**src/rtl/fetch_stage.sv**
```systemverilog
// fetch_stage: PC, single-outstanding imem requests, IF/ID register.
// Optional FETCH_ALIGN_CHECK_EN traps misaligned redirect targets.
module fetch_stage #(
  parameter logic [63:0] RESET_PC = 64'h0,
  parameter logic [31:0] NOP_INSN = 32'h00000013
) (
  input  logic        clk,
  input  logic        reset,
  input  logic        stall,
  input  logic        branch_taken,
  input  logic [63:0] branch_target,
  output logic        imem_req,
  output logic [63:0] imem_addr,
  input  logic        imem_gnt,
  input  logic        imem_rvalid,
  input  logic [31:0] imem_rdata,
  output logic [63:0] if_id_pc,
  output logic [31:0] if_id_instruction,
  output logic        if_id_valid,
  output logic        fetch_misaligned
);

  typedef enum logic [1:0] {
    S_FETCH,
    S_WAIT,
    S_HOLD,
    S_DROP
  } state_t;

  state_t      r_state, w_state_nx;
  logic [63:0] r_pc, w_pc_nx;
  logic [63:0] r_req_pc, w_req_pc_nx;
  logic [31:0] r_hold_insn, w_hold_insn_nx;
  logic [63:0] r_hold_pc, w_hold_pc_nx;
  logic [63:0] r_ifid_pc, w_ifid_pc_nx;
  logic [31:0] r_ifid_insn, w_ifid_insn_nx;
  logic        r_ifid_valid, w_ifid_valid_nx;
  logic        w_req_raw;
  logic        w_block;
  logic        w_fire;
  logic [63:0] w_target;

`ifdef FETCH_ALIGN_CHECK_EN
  logic r_misaligned;

  // Sticky trap on a redirect to a non-word-aligned target
  always_ff @(posedge clk or posedge reset) begin
    if (reset) r_misaligned <= 1'b0;
    else if (branch_taken && (branch_target[1:0] != 2'b00))
      r_misaligned <= 1'b1;
  end

  assign w_target         = branch_target;
  assign w_block          = r_misaligned;
  assign fetch_misaligned = r_misaligned;
`else
  assign w_target         = branch_target & ~64'h3;
  assign w_block          = 1'b0;
  assign fetch_misaligned = 1'b0;
`endif

  assign w_fire = imem_req & imem_gnt;

  // Request: always in FETCH, back-to-back in WAIT on an accepted response
  always_comb begin
    w_req_raw = 1'b0;
    imem_addr = r_pc;
    unique case (r_state)
      S_FETCH: w_req_raw = 1'b1;
      S_WAIT:  w_req_raw = imem_rvalid & ~stall & ~branch_taken;
      default: w_req_raw = 1'b0;
    endcase
    imem_req = w_req_raw & ~w_block & ~reset;
  end

  // Next-state, PC, hold buffer and IF/ID updates; redirect dominates
  always_comb begin
    w_state_nx      = r_state;
    w_pc_nx         = r_pc;
    w_req_pc_nx     = r_req_pc;
    w_hold_insn_nx  = r_hold_insn;
    w_hold_pc_nx    = r_hold_pc;
    w_ifid_pc_nx    = r_ifid_pc;
    w_ifid_insn_nx  = r_ifid_insn;
    w_ifid_valid_nx = r_ifid_valid;
    if (branch_taken) begin
      w_pc_nx         = w_target;
      w_ifid_pc_nx    = 64'h0;
      w_ifid_insn_nx  = NOP_INSN;
      w_ifid_valid_nx = 1'b0;
      unique case (r_state)
        S_FETCH: w_state_nx = w_fire ? S_DROP : S_FETCH;
        S_WAIT:  w_state_nx = imem_rvalid ? S_FETCH : S_DROP;
        S_HOLD:  w_state_nx = S_FETCH;
        default: w_state_nx = imem_rvalid ? S_FETCH : S_DROP;
      endcase
    end else begin
      unique case (r_state)
        S_FETCH: begin
          if (w_fire) begin
            w_req_pc_nx = r_pc;
            w_pc_nx     = r_pc + 64'd4;
            w_state_nx  = S_WAIT;
          end
        end
        S_WAIT: begin
          if (imem_rvalid && !stall) begin
            w_ifid_pc_nx    = r_req_pc;
            w_ifid_insn_nx  = imem_rdata;
            w_ifid_valid_nx = 1'b1;
            if (w_fire) begin
              w_req_pc_nx = r_pc;
              w_pc_nx     = r_pc + 64'd4;
            end else begin
              w_state_nx = S_FETCH;
            end
          end else if (imem_rvalid) begin
            w_hold_insn_nx = imem_rdata;
            w_hold_pc_nx   = r_req_pc;
            w_state_nx     = S_HOLD;
          end
        end
        S_HOLD: begin
          if (!stall) begin
            w_ifid_pc_nx    = r_hold_pc;
            w_ifid_insn_nx  = r_hold_insn;
            w_ifid_valid_nx = 1'b1;
            w_state_nx      = S_FETCH;
          end
        end
        default: begin
          if (imem_rvalid) w_state_nx = S_FETCH;
        end
      endcase
    end
  end

  // State and datapath registers
  always_ff @(posedge clk or posedge reset) begin
    if (reset) begin
      r_state      <= S_FETCH;
      r_pc         <= RESET_PC;
      r_req_pc     <= RESET_PC;
      r_hold_insn  <= NOP_INSN;
      r_hold_pc    <= 64'h0;
      r_ifid_pc    <= 64'h0;
      r_ifid_insn  <= NOP_INSN;
      r_ifid_valid <= 1'b0;
    end else begin
      r_state      <= w_state_nx;
      r_pc         <= w_pc_nx;
      r_req_pc     <= w_req_pc_nx;
      r_hold_insn  <= w_hold_insn_nx;
      r_hold_pc    <= w_hold_pc_nx;
      r_ifid_pc    <= w_ifid_pc_nx;
      r_ifid_insn  <= w_ifid_insn_nx;
      r_ifid_valid <= w_ifid_valid_nx;
    end
  end

  assign if_id_pc          = r_ifid_pc;
  assign if_id_instruction = r_ifid_insn;
  assign if_id_valid       = r_ifid_valid;

endmodule

```
**config.mk**
```make
export PLATFORM = sky130hd
export DESIGN_NAME = fetch_stage
export DESIGN_NICKNAME = d
export VERILOG_FILES = /design/src/rtl/fetch_stage.sv
export SDC_FILE = /design/constraint.sdc
export NUM_CORES = 1
export LEC_CHECK = 0
export ABC_CLOCK_PERIOD_IN_PS = 34200
export BUFFER_PORTS_ARGS = -buffer_cell sky130_fd_sc_hd__buf_4
export CORE_UTILIZATION = 60
export CTS_CLUSTER_SIZE = 28
export DETAILED_ROUTE_END_ITERATION = 10
export PLACE_DENSITY = 0.85
export SYNTH_ARGS = -nofsm -noshare
export SYNTH_HDL_FRONTEND = slang
export SYNTH_SLANG_ARGS = --single-unit
```
**constraint.sdc**
```tcl
create_clock -name clk -period 34.2 [get_ports clk]
set_clock_uncertainty 0.1 [all_clocks]
set_input_delay 10.26 -clock clk [delete_from_list [all_inputs] [get_ports clk]]
set_output_delay 10.26 -clock clk [all_outputs]
set_load 0.05 [all_outputs]
```
* Yosys cells after proc, flatten, opt, wreduce, memory -nomap -nowiden
Index checks and enable logic that the tools add are counted.
** Word-level totals
- Flip-flop bits (word level) :: 323
- Latch bits :: 0
- Bits in writable memories :: 0
- ROM bits :: 0
- Input port bits :: 102
- Output and inout port bits :: 163
- Word-level logic and storage cells :: 68
- Memories :: 0
** Operators by class
- $add $sub $neg :: 1
- Multiply operators :: 0
- Div/mod/pow operators :: 0
- Order comparisons :: 0
- Equal/unequal tests :: 8
- Shift operators :: 0
- Mux-type cells :: 31
- Bitwise logic cells :: 8
- Reduce and logical (&&, ||, !) cells :: 12
** Operator list (number)
- $mux 64 :: 8
- $pmux 64 s2 :: 3
- $mux 32 :: 3
- $add 64x3->64 const B :: 1
- $pmux 32 s2 :: 1
- $mux 2 :: 9
- $ne 3x3->1 const B :: 3
- $ne 4x4->1 const B :: 2
- $pmux 2 s3 :: 1
- $reduce_and 3->1 :: 2
- $reduce_bool 3->1 :: 2
- $reduce_and 5->1 :: 1
- $reduce_bool 5->1 :: 1
- $and 1x1->1 :: 4
- $not 1->1 :: 4
- $pmux 1 s2 :: 2
- $pmux 2 s2 :: 1
- $reduce_and 4->1 :: 1
- $mux 1 :: 3
- $eq 2x1->1 const B :: 1
- $eq 2x2->1 const B :: 1
- $logic_not 2->1 :: 1
- $ne 2x2->1 const B :: 1
- $reduce_and 2->1 :: 1
- 3 further kinds :: 3

* Depth between registers and ports, before layout
Gate-level depths: netlist of the first run.
- Word-level depth :: 10
- Mapped depth :: 10
- Gate-level depth less buffers :: 7

* Least setup slack after synthesis of the first run
OpenSTA, ideal clock, no wires.
- Path kind :: input to output
- Start :: input port imem_rvalid
- End :: output port imem_req
- Arrival time :: 11.162 ns
- Required time :: 23.840 ns
- Path slack :: 12.678 ns
- Stages :: 4
- Buffers on the path :: 0
- Path through :: nand2_1 -> nor2_1 -> a21oi_1 -> nor2_1
** On the way
- Word-level cells in the longest chain between the ends :: 4
** Ends and longest elaborated chain
- start, declared :: line 15 : input logic imem_rvalid,
- $and 1x1->1 (2 in series) :: line 70 : S_WAIT: w_req_raw = imem_rvalid & ~stall & ~branch_taken;
- $pmux 1 s2 :: line 68 : unique case (r_state)
- $and 1x1->1 :: line 73 : imem_req = w_req_raw & ~w_block & ~reset;
- end, declared :: line 12 : output logic imem_req,
No other way between the ends.

* Final worst setup path of the first run
- Start :: input port branch_taken
- End :: output port imem_req
** On the way
- Word-level cells in the longest chain between the ends :: 4
** Ends and longest elaborated chain
- start, declared :: line 10 : input logic branch_taken,
- $not 1->1 (no line)
- $and 1x1->1 :: line 70
- $pmux 1 s2 :: line 68
- $and 1x1->1 :: line 73
No other way between the ends.

==> results of run 1 <==
-- kinds of logic after synthesis --
family / count (synthesis)
compound gates: 199
xor+xnor: 24
fa+ha+maj: 5
buf+inv: 104
flops: 316
mux: 256
other cells: 1
simple gates: 356
-- worst max path at each step --
stage,endpoint,slack (ns),cells after the start
after global routing,imem_req,12.24,5
after CTS,imem_req,12.33,5
final,imem_req,12.35,5
after global placement,imem_req,12.34,5
after detailed placement,imem_req,12.35,5
after floorplan,imem_req,12.68,4
-- cells in the final DEF (no fill, tap or decap), drive strengths merged, types with 2 or more instances in the layout --
master / count
buf: 268
and4: 3
o31a: 4
o21ai: 41
clkinv: 9
inv: 12
or3: 11
clkbuf: 44
or4: 26
and3: 10
nor3: 9
a211oi: 3
a22oi: 5
a31oi: 25
nor2b: 11
dfrtp: 310
conb: 3
nand2b: 3
a21oi: 3
xnor2: 11
nor2: 37
clkinvlp: 2
mux2: 156
nor4: 18
o211ai: 3
nand4: 28
bufinv: 2
nand3: 38
and2: 4
o31ai: 107
xor2: 13
ha: 5
nand2: 153
mux2i: 100
dfstp: 6
-- sequential cells by signal, summed over array words and instances, names as in the netlist --
register / cells
if_id_pc: 63
imem_addr: 62
r_hold_pc: 62
r_req_pc: 62
if_id_instruction: 32
r_hold_insn: 32
r_state: 2
if_id_valid: 1
-- metrics by stage --
stage	power (mW)	instances	hold WS, ns	cell area (sq um)	util, %
finish	1.54	1816	0.376	17700	74.8
global route	1.62	1816	0.391	17700	74.8
CTS	1.55	1815	0.382	17700	74.8
detailed placement	1.20	1758	0.368	16600	70.3
global placement	1.17	1758	0.361	16600	70.3
floorplan	1.02	1263	0.379	14500	-
-- power groups by stage --
stage | Sequential, mW | Combinational, mW | Clock [mW]
floorplan | 0.766 | 0.253 | 0
global placement | 0.600 | 0.568 | 0
detailed placement | 0.612 | 0.585 | 0
CTS | 0.608 | 0.588 | 0.352
global route | 0.627 | 0.621 | 0.368
finish | 0.610 | 0.584 | 0.348
-- metal layers --
layer  vias to the layer above  routed length (microns)  GRT usage [%]
met1                      5634                    15300           40.2
met5                         -                        0              0
li1                       5026                        -              -
met4                         0                     1390           12.1
met3                        95                     2370           5.15
met2                       415                    18300           49.4
-- layout make-up --
class / instances / area [sq um]
multi-input combinational: 843 / 6210
sequential: 316 / 7920
inverter: 12 / 52.6
clock inverter: 13 / 135
fill: 1540 / 5960
timing repair buffer: 268 / 2030
tap: 319 / 399
antenna: 1 / 2.50
clock buffer: 44 / 915
-- worst min-delay path: stages, from the launching register on --
cell	delay, ns
dfrtp_1	0.34
nand2_1	0.05
o31ai_1	0.05
==> flow_metrics.env, run 1 <==
export IMPL_cp_slowest_cell="buf_6"
export IMPL_die_w_microns=157
export IMPL_synthAdderAreaFrac_pct=0.432
export IMPL_firstDrtPassIters=8
export IMPL_ys_types=51
export IMPL_synth_cells_most_frequent="dfrtp_1 (310), mux2_2 (156), nand2_1 (153)"
export IMPL_hp_class="reg2reg"
export IMPL_path_class="in2out"
export IMPL_vias=11170
export IMPL_core_area_sq_um=23600
export IMPL_yosys_warnings=0
export IMPL_hold_path_startpoint="if_id_pc[62]"
export IMPL_routabilityCongestion=0.829
export IMPL_seqPwrFrac_pct=39.5
export IMPL_grt_max_degree=196
export IMPL_avgSynthCellArea_sq_um=11.5
export IMPL_grt_pass1_vias=10995
export IMPL_cts_sinks=316
export IMPL_drv_cap=0
export IMPL_irDropWorstVdd_mv=0.0554
export IMPL_hold_violations=0
export IMPL_switching_share_pct=39.1
export IMPL_via_per_inst=6.15
export IMPL_critPathLaunch="branch_taken"
export IMPL_nNetsFinal=1579
export IMPL_grtUsageTotal_pct=30.2
export IMPL_ant_nets=0
export IMPL_path_clk_slew_ns=0.06
export IMPL_crit_path_end_kind="primary output"
export IMPL_drive_above_1_share_pct=33.0
export IMPL_timing_reg2reg_setup_slack_ns=30.68
export IMPL_max_clock_path_buffers=3
export IMPL_p_int_uw=939
export IMPL_post_cts_setup_buffer_count=0
export IMPL_rr_worst_depth=7
export IMPL_synth_compound_area_share_pct=9.44
export IMPL_post_synth_top_count_cell="dfrtp_1"
export IMPL_cp_start_kind="input port"
export IMPL_max_freq_mhz=45.8
export IMPL_drv_slew=0
export IMPL_crit_arrival_ns=11.49
export IMPL_p_comb_share_pct=37.9
export IMPL_clk_latency_ns=0.57
export IMPL_finalWorstSetupSlack_ns=12.35
export IMPL_cp_max_fo=100
export IMPL_synth_simple_area_share_pct=12.2
export IMPL_syn_area_sq_um=14500
export IMPL_status="complete, no violations"
export IMPL_synth_xor_xnor_area_share_pct=1.45
export IMPL_crit_chain="buf_6 -> nor2_1 -> a21oi_1 -> nor2_1 -> buf_4"
export IMPL_timing_rr_end="r_req_pc[34]"
export IMPL_synth_seq_cells=316
export IMPL_whs_path_depth=2
export IMPL_switching_power_uw=603
export IMPL_cellPowerDensity_nw_per_um2=87.3
export IMPL_initial_utilization_pct=61.4
export IMPL_synth_top_family_by_area="multiplexers"
export IMPL_slew_headroom_pct=24.6
export IMPL_hold_end="if_id_pc[62]"
export IMPL_io_buffers=259
export IMPL_die_h_microns=157
export IMPL_async_flop_share_pct=100
export IMPL_synth_top_area_cell="dfrtp_1"
export IMPL_rsz0062_at_grt="false"
export IMPL_synth_top_area_share_pct=53.5
export IMPL_cts_buffers=31
export IMPL_synth_area_mux_share_pct=19.0
export IMPL_rr_startpoint="r_state[1]"
export IMPL_worst_slew_pin_slew_ns=1.12
export IMPL_ctsResizeCount=0
export IMPL_die_area_sq_um=24800
export IMPL_syn_to_final_growth_pct=21.8
export IMPL_cts_root_buf="clkbuf_16"
export IMPL_synth_edf_count=0
export IMPL_setup_viol=0
export IMPL_clock_power_share_pct=22.6
export IMPL_grt_overflow=0
export IMPL_slowest_delay_ns=0.57
export IMPL_critPathBufInv=2
export IMPL_antenna_found_initial=1
export IMPL_cts_tree="yes"
export IMPL_synth_area_leaders="dfrtp_1 (54%), mux2_2 (12%), mux2i_1 (6.9%)"
export IMPL_ys_seq_area_share_pct=54.6
export IMPL_finalCritPeriodShare_pct=63.9
export IMPL_drt_iter0_drc=976
export IMPL_place_hpwl_microns=23700
export IMPL_drc=0
export IMPL_htree_levels=1
export IMPL_cp_required_ns=23.84
export IMPL_path_delay_family="buffers and inverters"
export IMPL_cts_hold_buffers=0
export IMPL_wl_microns=37400
export IMPL_io_pins=265
export IMPL_fin_tns_setup_ns=0
export IMPL_synthFlopType="dfrtp_1"
export IMPL_pre_cts_ws_ns=12.35
export IMPL_cpMostUsedCell="nor2_1"
export IMPL_num_rows=56
export IMPL_p_leak_nw=7.80
export IMPL_layout_min_cycle_time_ns=21.85
export IMPL_wl_per_cell_microns=20.6
export IMPL_synthCells=1261
export IMPL_grt_pass1_wl_microns=58300
(Power assumes the default switching activity.)
==> run 2, diff against run 1 <==
ABC_CLOCK_PERIOD_IN_PS = 19550   (was 34200)
CORE_UTILIZATION = 51   (was 60)
PLACE_DENSITY = 0.77   (was 0.85)
clock period = 19.55 ns   (was 34.2 ns; I/O delays follow)
==> run 2 against run 1 <==
Cell count increased by 3.4%. Register-to-register slack lost 14 ns. Worst hold slack is essentially flat. Sequential cell count did not move. Sequential power increased by 74%. Via count shrank 2.4%. First-iteration DRC count fell by 25%. Clock power grew 78%. Non-clock buffer count increased by 1. Utilization fell by 11 points. Total power increased by 75%. Largest power group unchanged. Highest routed layer unchanged.
==> flow_metrics.env, run 2 (same netlist as run 1, synthesis figures left out) <==
export IMPL_status="complete, no violations"
export IMPL_clk_latency_ns=0.52
export IMPL_die_w_microns=171
export IMPL_hold_violations=0
export IMPL_firstDrtPassIters=5
export IMPL_worst_slew_pin_slew_ns=1.10
export IMPL_htree_levels=2
export IMPL_path_class="in2out"
export IMPL_num_rows=61
export IMPL_cts_buffers=34
export IMPL_p_leak_nw=7.81
export IMPL_fillCellCount=2185
export IMPL_cp_start_kind="input port"
export IMPL_core_area_sq_um=27900
export IMPL_cts_hold_buffers=0
export IMPL_place_hpwl_microns=23900
export IMPL_diodes=0
export IMPL_cellPowerDensity_nw_per_um2=152
export IMPL_max_clock_path_buffers=3
export IMPL_ctsResizeCount=0
export IMPL_max_freq_mhz=76.0
export IMPL_path_clk_slew_ns=0.06
export IMPL_irDropWorstVdd_mv=0.0867
export IMPL_layout_min_cycle_time_ns=13.16
export IMPL_crit_path_end_kind="primary output"
export IMPL_cts_tree="yes"
export IMPL_routabilityCongestion=0.823
export IMPL_cp_required_ns=13.58
export IMPL_crit_arrival_ns=7.20
export IMPL_drive_above_1_share_pct=32.8
export IMPL_wl_microns=37100
export IMPL_die_area_sq_um=29100
export IMPL_antenna_found_initial=0
export IMPL_grt_pass1_wl_microns=58900
export IMPL_cts_sinks=316
export IMPL_slew_headroom_pct=26.1
export IMPL_largest_reg_flops=63
export IMPL_nNetsFinal=1583
export IMPL_grt_overflow=0
export IMPL_grtUsageTotal_pct=25.9
export IMPL_placedCellCount=1818
export IMPL_layout_commonest_cell="dfrtp_1"
export IMPL_finalCritPeriodShare_pct=67.3
export IMPL_final_cell_mix="dfrtp_1 (310), buf_4 (267), mux2_2 (156), nand2_1 (152), o31ai_1 (107)"
export IMPL_cts_root_buf="clkbuf_16"
export IMPL_die_h_microns=171
export IMPL_wl_per_cell_microns=19.8
export IMPL_fin_cells=1877
export IMPL_grt_pass1_vias=10794
export IMPL_setup_viol=0
export IMPL_grt_max_degree=199
export IMPL_via_per_inst=5.81
export IMPL_drv_slew=0
export IMPL_post_cts_setup_buffer_count=0
export IMPL_hp_class="reg2reg"
export IMPL_fin_tns_setup_ns=0
export IMPL_drt_iter0_drc=736
export IMPL_cp_max_fo=110
export IMPL_totalPowerFinal_mw=2.70
export IMPL_drc=0
export IMPL_initial_utilization_pct=52.0
export IMPL_ant_nets=0
export IMPL_drv_cap=0
export IMPL_io_pins=265
export IMPL_vias=10899
export IMPL_rsz0062_at_grt="false"
export IMPL_io_buffers=259
export IMPL_syn_to_final_growth_pct=22.5
## run 2: cell count changes in the layout (fill, tap and decap cells not counted)
| cell | delta |
|---|---|
| clkbuf_16 | +3 |
| clkbuf_8 | -3 |
| buf_4 | +1 |
| clkinv_2 | -5 |
| inv_16 | -1 |
| inv_6 | +3 |
| clkinvlp_4 | -1 |
| bufinv_16 | -1 |
| inv_2 | +1 |
| clkbuf_1 | +6 |
| clkinv_8 | +1 |
| diode_2 | -1 |
| clkinv_1 | -1 |
## run 2: area by class of cell
cell class | count | area [sq um] | share of cell area, %
Timing Repair Buffer | 269 | 2040 | 11.5
Sequential cell | 316 | 7920 | 44.6
Multi-Input combinational cell | 843 | 6210 | 35.0
Clock buffer | 50 | 971 | 5.47
Tap cell | 378 | 473 | 2.66
Inverter | 12 | 52.6 | 0.296
Clock inverter | 9 | 95.1 | 0.536
## run 2: report_power, final
part	total, mW	leakage (nW)	internal, mW	switching [mW]
Sequential	1.06	3.91	0.901	0.161
Clock	0.621	0.520	0.360	0.261
Combinational	1.01	3.38	0.389	0.625
## run 2: metrics by stage
| step | utilization [%] | hold slack, ns | instance area [sq um] | setup WS (ns) |
|---|---|---|---|---|
| finish | 63.7 | 0.375 | 17800 | 6.39 |
| global route | 63.7 | 0.398 | 17800 | 6.27 |
| CTS | 63.7 | 0.380 | 17800 | 6.37 |
| detailed placement | 59.9 | 0.367 | 16700 | 6.37 |
| global placement | 59.9 | 0.360 | 16700 | 6.40 |
| floorplan | - | 0.379 | 14500 | 4.83 |
## run 2: worst max-delay path, stage by stage
cell,delay (ns)
buf_6,0.64
nor2_1,0.23
a21oi_1,0.20
nor2_1,0.05
buf_4,0.18
## run 2: metal layers
metal  routed length (microns)  GRT usage, %  vias up
met5                         0             0        -
li1                          -             -     5033
met2                     17700          42.4      354
met4                      1240          9.64        0
met1                     16100          34.5     5430
met3                      2130          4.40       82
## run 2: final timing paths
path                               from             to  slack [ns]  cells after the start
setup / recovery           branch_taken       imem_req        6.39                      5
hold / removal             if_id_pc[27]   if_id_pc[27]        0.38                      2
setup reg to reg             r_state[1]  imem_addr[53]       16.27                      7
hold reg to reg            if_id_pc[27]   if_id_pc[27]        0.38                      2
max in group asynchronous         reset  r_hold_pc[33]       12.30                      3
min in group asynchronous         reset   if_id_pc[59]        5.41                      2
